### src/rtl/alu_result_framer.sv
// alu_result_framer: serialises an ALU result word and its {V,C,N,Z,P} flags into a UART byte frame
//   Frame: SYNC_BYTE, {3'b000,flags}, result bytes MSB first, and optionally CSUM
//   (XOR of the flags byte and all result bytes) when ALU_FRAMER_CSUM_EN is defined.
//   Ports:
//     clk, rst_n           clock, synchronous active-low reset
//     in_valid/in_ready    result/flags capture handshake (ready only while idle)
//     in_result[N-1:0]     ALU result
//     in_flags[4:0]        {V,C,N,Z,P}
//     tx_data/tx_valid     registered byte stream toward the UART transmitter
//     tx_ready             byte accepted when tx_valid && tx_ready
//     busy                 frame in progress
module alu_result_framer #(
    parameter int          N         = 16,
    parameter logic [7:0]  SYNC_BYTE = 8'hA5
) (
    input  logic         clk,
    input  logic         rst_n,
    input  logic         in_valid,
    output logic         in_ready,
    input  logic [N-1:0] in_result,
    input  logic [4:0]   in_flags,
    output logic [7:0]   tx_data,
    output logic         tx_valid,
    input  logic         tx_ready,
    output logic         busy
);
    localparam int NB = N / 8;
    localparam int IW = (NB > 1) ? $clog2(NB) : 1;

    typedef enum logic [2:0] {
        IDLE,
        SYNC,
        FLAGS,
`ifdef ALU_FRAMER_CSUM_EN
        DATA,
        CSUM
`else
        DATA
`endif
    } state_t;

    state_t         state, nx_state;
    logic [IW-1:0]  idx, nx_idx, data_idx;
    logic [N-1:0]   res, res_sh;
    logic [4:0]     flg;
    logic [7:0]     nx_data, res_byte;
    logic           nx_valid, accept, last;

    assign accept   = tx_valid && tx_ready;
    assign in_ready = state == IDLE;
    assign busy     = state != IDLE;
    assign last     = idx == IW'(NB - 1);
    // Byte to present next: byte 0 when leaving FLAGS, idx+1 while walking DATA
    assign data_idx = (state == DATA) ? idx + 1'b1 : '0;
    assign res_sh   = res << {data_idx, 3'b000};
    assign res_byte = res_sh[N-1 -: 8];

`ifdef ALU_FRAMER_CSUM_EN
    logic [7:0] csum, in_csum;
    always_comb begin
        in_csum = {3'b000, in_flags};
        for (int i = 0; i < NB; i++)
            in_csum = in_csum ^ in_result[8*i +: 8];
    end
`endif

    always_ff @(posedge clk) begin
        if (!rst_n) begin
            state    <= IDLE;
            idx      <= '0;
            res      <= '0;
            flg      <= '0;
            tx_data  <= 8'h00;
            tx_valid <= 1'b0;
`ifdef ALU_FRAMER_CSUM_EN
            csum     <= 8'h00;
`endif
        end else begin
            state    <= nx_state;
            idx      <= nx_idx;
            tx_data  <= nx_data;
            tx_valid <= nx_valid;
            if (in_valid && in_ready) begin
                res <= in_result;
                flg <= in_flags;
`ifdef ALU_FRAMER_CSUM_EN
                csum <= in_csum;
`endif
            end
        end
    end

    always_comb begin
        nx_state = state;
        nx_idx   = idx;
        nx_data  = tx_data;
        nx_valid = tx_valid;
        case (state)
            IDLE: if (in_valid) begin
                nx_state = SYNC;
                nx_data  = SYNC_BYTE;
                nx_valid = 1'b1;
            end
            SYNC: if (accept) begin
                nx_state = FLAGS;
                nx_data  = {3'b000, flg};
            end
            FLAGS: if (accept) begin
                nx_state = DATA;
                nx_idx   = '0;
                nx_data  = res_byte;
            end
            DATA: if (accept) begin
                if (last) begin
`ifdef ALU_FRAMER_CSUM_EN
                    nx_state = CSUM;
                    nx_data  = csum;
`else
                    nx_state = IDLE;
                    nx_data  = 8'h00;
                    nx_valid = 1'b0;
`endif
                end else begin
                    nx_idx  = idx + 1'b1;
                    nx_data = res_byte;
                end
            end
`ifdef ALU_FRAMER_CSUM_EN
            CSUM: if (accept) begin
                nx_state = IDLE;
                nx_data  = 8'h00;
                nx_valid = 1'b0;
            end
`endif
            default: begin
                nx_state = IDLE;
                nx_valid = 1'b0;
            end
        endcase
    end
endmodule

### config.mk
export PLATFORM = sky130hd
export DESIGN_NAME = alu_result_framer
export DESIGN_NICKNAME = d
export VERILOG_FILES = /design/src/rtl/alu_result_framer.sv
export SDC_FILE = /design/constraint.sdc
export NUM_CORES = 1
export LEC_CHECK = 0
export CAP_MARGIN = 20
export CORE_MARGIN = 1.5
export CORE_UTILIZATION = 49
export CTS_BUF_LIST = sky130_fd_sc_hd__clkbuf_8 sky130_fd_sc_hd__clkbuf_16
export DETAILED_ROUTE_END_ITERATION = 6
export GPL_ROUTABILITY_DRIVEN = 0
export PLACE_DENSITY = 0.8
export SLEW_MARGIN = 20
export SYNTH_ARGS = -nofsm -noshare
export SYNTH_HDL_FRONTEND = slang
export SYNTH_SLANG_ARGS = --single-unit
### constraint.sdc
create_clock -name clk -period 2.1 [get_ports clk]
set_clock_uncertainty 0.1 [all_clocks]
set_input_delay 0.21 -clock clk [delete_from_list [all_inputs] [get_ports clk]]
set_output_delay 0.21 -clock clk [all_outputs]
set_load 0.005 [all_outputs]
==> flow_summary.ini, run 1 <==
[drt]
drt_iter0_markers = 76
drt-vias-per-instance = 5.245
post_drt_wl_per_cell_um = 13.01
routed_wl_mm = 3.500
first_pass_iters = 4
drc = 0
postRouteAntennaNets = 0
vias = 1411

[synth]
ys.flop_type = dfxtp_1
synthCells = 186
synth_xor_area_share_pct = 0
ys_ff_latch = 33
synth_simple_gate_area_share_pct = 24.58
synthMuxAreaShare_pct = 2.562
synth-compound-area-share_pct = 23.06
mappedNetlistNets = 216
syn_area_per_cell_um2 = 8.402
synth_cell_types = 29
synthAdderAreaFrac_pct = 4.003
synth_top_family_by_area = simple AND/OR/NAND/NOR gates
syn_area_um2 = 1563
async_reset_ff_share_pct = 0
synth-edff-count = 0
yosys_warnings = 0
ys_seq_area_share_pct = 42.27

[global_route]
grt_pass1_wl_mm = 5.975
grt.overflow.total = 0
antenna_found_initial = 0
grt_pass1_vias = 1397
track_usage_pct = 22.87
grt_max_degree = 37

[die]
die_y_um = 59.48
dieArea_um2 = 3537
ios = 36
row_count = 20
core-area_um2 = 3053
start_util_pct = 51.19
die_w_um = 59.48

[power_and_ir_drop]
leakagePower_nw = 0.7870
p_comb_share_pct = 40.3
pwr-share-clk_pct = 22.7
seqPwrFrac_pct = 37.0
irDropWorstVdd_uv = 694.1
switchingPower_w = 0.0008050
p_sw_share_pct = 34.80
cellPowerDensity_nw_per_um2 = 1113
p_int_w = 0.001509

[timing]
fin_crit_ns = 2.006
period_share_pct = 95.52
hold_viol_final = 0
final.setup.tns_ns = 0
tightestPinTransition_ns = 0.7218
final_max_slew_viol_count = 0
slew_headroom_pct = 51.88
rsz0062_at_grt = no
finalSetupViolCount = 0
max_clock_freq_mhz = 498.5

[status]
status = finished clean

[setup_path]
critPathRequiredTime_ns = 1.79
critPathLaunchType = flop
crit_fanout = 7
worstSetupEndpointType = output pin
reg2regPathDepth = 5
cp.arrival_ns = 1.70
worst-setup-path-type = flop to output pin

[finish]
diodes = 0
drive_above_1_share_pct = 8.444
fillers = 282
layout.nets = 254
ff_latch_area_um2 = 660.6
final_cell_mix = nand2_1, clkdlybuf4s50_1, dfxtp_1
mostFrequentLayoutCell = nand2_1
multi_input_area_um2 = 847.1
final_core_util_pct = 68.07
area_growth_pct = 32.99

[clock_tree]
clkSinkCount = 33
clockBufferDepth = 2
cts_tree = done
clock_latency_ns = 0.29
clk_pin_slew_ns = 0.06
numCtsBuffers = 5
htree_num_levels = 2
post_cts_buffers = 0
cts_root_buf = clkbuf_8
holdBufCountCts = 0
cts_resized = 0

[job]
maxCapViolations = 0

[min_path]
hold_path.class = flop to flop
holdPathStages = 2

[place]
io_buffers = 35
dp_hpwl_mm = 2.574
synth_stat cells, types with 2 or more instances:
library cell  number  area share (%)
nand2_1           63              15
dfxtp_1           33              42
a21boi_0          21              10
clkbuf_1           9             2.2
nand3b_1           7             3.4
ha_1               5             4.0
o211ai_1           5             2.4
mux2i_1            4             2.6
o221a_1            4             2.9
a21o_1             3             1.4
a31oi_1            3             1.2
inv_1              3            0.72
nor2b_1            3             1.2
o21ai_0            3            0.96
and2_1             2            0.80
buf_2              2            0.64
nand2b_1           2            0.80
nand3_1            2            0.64
nor4_1             2            0.80
per-layer routing:
metal / track usage, % / share of wire, %
met4: 8.766 / 1.8
met3: 7.205 / 4.3
met1: 26.68 / 47
met2: 38.78 / 47
met5: 0 / 0
worst max-delay path: stages (launching register included):
cell and delay (ns):
dfxtp_1 0.39, inv_1 0.10, ha_1 0.22, buf_4 0.16, inv_1 0.06, clkdlybuf4s50_1 0.49
metrics by stage:
| step | setup slack, ns | instances | power [W] | hold WS, ns | area (um^2) |
|---|---|---|---|---|---|
| floorplan | 0.2615 | 186 | 0.001428 | 0.2549 | 1563 |
| global placement | 0.2034 | 261 | 0.001755 | 0.3488 | 1977 |
| detailed placement | 0.1234 | 261 | 0.001797 | 0.3583 | 1977 |
| CTS | 0.08060 | 269 | 0.002319 | 0.3680 | 2078 |
| global route | 0.02728 | 269 | 0.002470 | 0.3878 | 2078 |
| finish | 0.09409 | 269 | 0.002314 | 0.3650 | 2078 |
final timing paths:
path / startpoint / to / slack (ns)
setup / recovery: state[0] / busy / 0.09
hold reg to reg: res[6] / res[6] / 0.36
setup reg to reg: state[1] / tx_data[7] / 0.20
hold / removal: res[6] / res[6] / 0.36
cell families after synthesis:
| group | Yosys count |
|---|---|
| flops | 33 |
| mux | 4 |
| simple gates | 84 |
| buf+inv | 14 |
| compound gates | 46 |
| fa+ha+maj | 5 |
registers in the layout, summed over array words and instances, names as in the netlist:
name / count
idx: 1
tx_valid: 1
res: 16
tx_data: 8
state: 2
flg: 5
area by class of cell:
class                      instances  share of cell area [%]
multi-input combinational        139                   40.76
sequential                        33                   31.79
timing repair buffer              42                   19.39
clock buffer                       7                   4.636
tap                               44                   2.649
inverter                           3                  0.5418
clock inverter                     1                  0.2408
power by group through the flow:
stage,clock network (W),logic [W],registers [W]
final,0.000525,0.000933,0.000855
after global routing,0.000560,0.00104,0.000872
after CTS,0.000530,0.000934,0.000855
after detailed placement,0,0.000928,0.000869
after global placement,0,0.000898,0.000857
after floorplan,0,0.000581,0.000848
No activity file was read; power rests on OpenSTA's default activity.
==> run 2: changes to the inputs <==
--- a/config.mk
+++ b/config.mk
@@ -5,13 +5,13 @@
 export SDC_FILE = /design/constraint.sdc
 export NUM_CORES = 1
 export LEC_CHECK = 0
-export CAP_MARGIN = 20
 export CORE_MARGIN = 1.5
 export CORE_UTILIZATION = 49
 export CTS_BUF_LIST = sky130_fd_sc_hd__clkbuf_8 sky130_fd_sc_hd__clkbuf_16
 export DETAILED_ROUTE_END_ITERATION = 6
 export GPL_ROUTABILITY_DRIVEN = 0
-export PLACE_DENSITY = 0.8
+export GPL_TIMING_DRIVEN = 0
+export PLACE_DENSITY = 0.78
 export SLEW_MARGIN = 20
 export SYNTH_ARGS = -nofsm -noshare
 export SYNTH_HDL_FRONTEND = slang
==> run 2 against run 1 <==
Effect of this change: routed wire length rose by 5.1%; first-iteration DRC count fell by 33%; power fell by 4.2%; combinational power fell by 2%; setup slack improved by 0.073 ns; largest cell class unchanged; cell count rose by 1.1%; clock power fell by 15%; critical path type is now flop to flop; non-clock buffer count rose by 3.
==> flow_summary.ini, run 2 (same netlist as run 1, synthesis figures left out) <==
[finish]
diodes = 0
final_area_um2 = 2041
ff_latch_area_um2 = 660.6
area_growth_pct = 30.58
largest_reg_flops = 16
multi_input_area_um2 = 849.6
reg.largest.list = res: 16 flops, tx_data: 8 flops, flg: 5 flops
fillers = 283
final_cell_mix = nand2_1, clkdlybuf4s50_1, dfxtp_1
max_flop_register = res
mostFrequentLayoutCell = nand2_1
layout.nets = 257
drive_above_1_share_pct = 5.263

[power_and_ir_drop]
p_sw_share_pct = 36.24
p_comb_share_pct = 41.4
switchingPower_w = 0.0008034
seqPwrFrac_pct = 38.6
pwr-share-clk_pct = 20.0
leakagePower_nw = 0.7658
p_int_w = 0.001414
cellPowerDensity_nw_per_um2 = 1086
irDropWorstVdd_uv = 432.4

[clock_tree]
cts_resized = 0
holdBufCountCts = 0
clk_pin_slew_ns = 0.07
cts_tree = done
clkSinkCount = 33
numCtsBuffers = 5
clockBufferDepth = 2
cts_root_buf = clkbuf_8
clock_latency_ns = 0.29
htree_num_levels = 2
post_cts_buffers = 0

[die]
start_util_pct = 51.19
row_count = 20
die_w_um = 59.48
dieArea_um2 = 3537
core-area_um2 = 3053
die_y_um = 59.48
ios = 36

[min_path]
hold_path.class = primary input to flop

[drt]
routed_wl_mm = 3.678
first_pass_iters = 4
drt-vias-per-instance = 5.426
post_drt_wl_per_cell_um = 13.52
postRouteAntennaNets = 0
drc = 0
drt_iter0_markers = 51
vias = 1476

[setup_path]
max_stage_delay_ns = 0.52
critPathRequiredTime_ns = 2.17
worst-setup-path-type = flop to flop
path_cells = inv_1 -> ha_2 -> nor2b_1 -> or4_4 -> o221a_1
worstSetupEndpointType = flop
cp.arrival_ns = 2.01
cp_slowest_cell = or4_4
critPathLaunchType = flop
crit_fanout = 8

[timing]
hold_viol_final = 0
final_max_slew_viol_count = 0
fin_ws_ns = 0.1668
finalSetupViolCount = 0
slew_headroom_pct = 63.10
period_share_pct = 92.06
whs_ns = 0.2340
tightestPinTransition_ns = 0.5484
rsz0062_at_grt = no
max_clock_freq_mhz = 517.3
final.setup.tns_ns = 0
fin_crit_ns = 1.933

[global_route]
grt_max_degree = 11
antenna_found_initial = 0
grt.overflow.total = 0
grt_pass1_vias = 1410
track_usage_pct = 23.87
grt_pass1_wl_mm = 6.258

[job]
maxCapViolations = 0

[place]
place_area_um2 = 1958
io_buffers = 34
place_ws_ns = 0.1071
dp_hpwl_mm = 2.786

[status]
status = finished clean
==> run 2: final timing paths <==
path	start	endpoint	slack [ns]	cells past startpoint
max	state[0]	tx_data[7]	0.17	5
min reg2reg	res[5]	res[5]	0.36	2
min	rst_n	state[1]	0.23	3
max reg2reg	state[0]	tx_data[7]	0.17	5
==> run 2: layout make-up <==
cell class	count	area share, %
buffer	11	2.146
clock buffer	5	3.372
clock inverter	3	0.5518
inverter	3	0.5518
multi-input combinational	139	41.63
sequential	33	32.37
tap	44	2.698
timing repair buffer	34	16.68
==> run 2: critical path, delay by kind of cell, from the launching register on <==
kind | cells | cell delay (ns)
compound gates | 1 | 0.24
fa+ha+maj | 1 | 0.24
buf+inv | 1 | 0.10
flops | 1 | 0.40
simple gates | 2 | 0.72
==> run 2: routing by layer <==
layer / track usage [%] / share of wire, % / routed length (um) / up-vias
li1: - / - / - / 726
met1: 27.22 / 41 / 1491 / 687
met2: 40.82 / 52 / 1911 / 53
met3: 7.642 / 5.5 / 203 / 10
met4: 9.740 / 1.9 / 71 / 0
met5: 0 / 0 / 0 / -
==> run 2: power by group through the flow <==
stage / sequential (W) / combinational [W] / clock [W]
2_1_floorplan: 0.000848 / 0.000581 / 0
3_3_place_gp: 0.000859 / 0.000866 / 0
3_5_place_dp: 0.000870 / 0.000901 / 0
5_1_grt: 0.000872 / 0.00102 / 0.000478
6_report: 0.000856 / 0.000917 / 0.000444
4_1_cts: 0.000857 / 0.000907 / 0.000449
==> run 2: through the flow <==
step                power, W  utilization [%]  instances
finish              0.002217            66.84        272
floorplan           0.001428                -        186
global route        0.002372            66.84        272
global placement    0.001725            64.14        264
detailed placement  0.001771            64.14        264
CTS                 0.002212            66.76        272
==> run 3: changes to the inputs <==
==> config.mk (replaced) <==
export PLATFORM = sky130hd
export DESIGN_NAME = alu_result_framer
export DESIGN_NICKNAME = d
export VERILOG_FILES = /design/src/rtl/alu_result_framer.sv
export SDC_FILE = /design/constraint.sdc
export NUM_CORES = 1
export LEC_CHECK = 0
export CORE_MARGIN = 1.5
export CORE_UTILIZATION = 50
export CTS_BUF_LIST = sky130_fd_sc_hd__clkbuf_2
export DETAILED_ROUTE_END_ITERATION = 6
export GPL_ROUTABILITY_DRIVEN = 0
export GPL_TIMING_DRIVEN = 0
export PLACE_DENSITY = 0.8
export RECOVER_POWER = 25
export SLEW_MARGIN = 10
export SYNTH_ARGS = -nofsm -noshare
export SYNTH_HDL_FRONTEND = slang
export SYNTH_SLANG_ARGS = --single-unit
==> run 3 against run 2 <==
Effect of this change: via count down 1.6%; largest power group unchanged; clock power down 4.7%; clock-buffer cell count unchanged; critical path type is now flop to output pin; sequential power up 0.5%; first-iteration DRC count up 76%; critical endpoint is now busy; non-clock buffer count unchanged; global-route usage about the same.
==> flow_summary.ini, run 3 (same netlist as run 1, synthesis figures left out) <==
[global_route]
grt_pass1_vias = 1440
grtUsageMet3_pct = 7.253
use_met1_pct = 28.10
busiest_layer = met2
grt.overflow.total = 0
use_met2_pct = 40.95
track_usage_pct = 23.88
grt_pass1_wl_mm = 6.196
antenna_found_initial = 0
grt_max_degree = 12

[min_path]
holdPathStages = 3
hold_path.startpoint = rst_n
hold_path_end = state[1]
hold_path.class = primary input to flop

[place]
dp_hpwl_mm = 2.824
io_buffers = 34
place_area_um2 = 1944

[setup_path]
critPathLaunchType = flop
worstSetupEndpointType = output pin
crit_start = state[0]
crit_fanout = 8
worst_r2r_endpoint = tx_data[7]
critPathRequiredTime_ns = 1.79
worst-setup-path-type = flop to output pin
r2r-start = state[0]
cp.arrival_ns = 1.65
ff2ff_setup_slack_ns = 0.20
reg2regPathDepth = 5

[timing]
whs_ns = 0.1445
finalSetupViolCount = 0
slew_headroom_pct = 60.85
max_clock_freq_mhz = 510.0
period_share_pct = 93.37
rsz0062_at_grt = no
hold_viol_final = 0
fin_crit_ns = 1.961
final.setup.tns_ns = 0
tightestPinTransition_ns = 0.5819
final_max_slew_viol_count = 0

[clock_tree]
clock_latency_ns = 0.39
cts_root_buf = clkbuf_2
numCtsBuffers = 5
clkSinkCount = 33
clockBufferDepth = 2
clk_pin_slew_ns = 0.16
post_cts_buffers = 0
htree_num_levels = 2
cts_tree = done

[finish]
reg.largest.list = res: 16 flops, tx_data: 8 flops, flg: 5 flops
diodes = 0
area_growth_pct = 28.98
layout.nets = 257
final_cell_mix = nand2_1, dfxtp_1, clkdlybuf4s50_1
largest_reg_flops = 16
final_core_util_pct = 67.13
final_area_um2 = 2016
drive_above_1_share_pct = 7.018
mostFrequentLayoutCell = nand2_1
max_flop_register = res

[drt]
vias = 1452
drc = 0
post_drt_wl_per_cell_um = 14.46
first_pass_iters = 4
routed_wl_mm = 3.773
drt_iter0_markers = 90
postRouteAntennaNets = 0
drt-vias-per-instance = 5.563

[status]
status = finished clean

[power_and_ir_drop]
cellPowerDensity_nw_per_um2 = 1093
irDropWorstVdd_uv = 509.5
leakagePower_nw = 0.7721

[die]
start_util_pct = 52.04
dieArea_um2 = 3470
die_w_um = 58.91
die_y_um = 58.91
ios = 36
core-area_um2 = 3003
row_count = 20

[job]
maxCapViolations = 0
==> run 3: report_power, final <==
| part | switching [W] | internal [W] | total (W) |
|---|---|---|---|
| Combinational | 0.000504 | 0.000417 | 0.000921 |
| Sequential | 0.0000952 | 0.000765 | 0.000860 |
| Clock | 0.000226 | 0.000197 | 0.000423 |
| Total | 0.000825 | 0.00138 | 0.00220 |
==> run 3: critical path: stages, from the launching register on <==
cell and delay (ns):
dfxtp_2 0.40, inv_1 0.09, ha_2 0.24, inv_1 0.06
clkdlybuf4s50_1 0.49
==> run 3: worst max path at each step <==
stage                      end  slack (ns)  depth (start not counted)
global route              busy        0.03                          4
global placement    tx_data[5]        0.14                          4
CTS                       busy        0.02                          4
finish                    busy        0.14                          4
floorplan           tx_data[0]        0.26                          5
detailed placement  tx_data[7]        0.08                          5
==> run 3: layout make-up <==
type / count / area, um^2
Timing Repair Buffer: 34 / 340.3
Multi-Input combinational cell: 139 / 849.6
Clock inverter: 3 / 41.29
Clock buffer: 5 / 25.02
Buffer: 11 / 43.79
Inverter: 3 / 11.26
Sequential cell: 33 / 663.1
Tap cell: 33 / 41.29
Fill cell: 259 / 987.2
==> run 3: layer usage <==
layer	part of all wire, %	up-vias
met3	5.6	4
met5	0	-
met1	43	675
li1	-	722
met2	50	51
met4	0.90	0
==> run 3: through the flow <==
stage                     worst slack, ns  std cells  total power (W)
after floorplan                    0.2615        186         0.001428
after detailed placement          0.08040        253         0.001783
final                              0.1393        261         0.002204
after global routing              0.02789        261         0.002350
after CTS                         0.01663        261         0.002203
after global placement             0.1406        253         0.001735
==> run 3: repair_timing <==
item,4_1_cts,5_1_grt
resized for setup,1,2
endpoints found under the setup margin,1,2
hold buffers,0,0
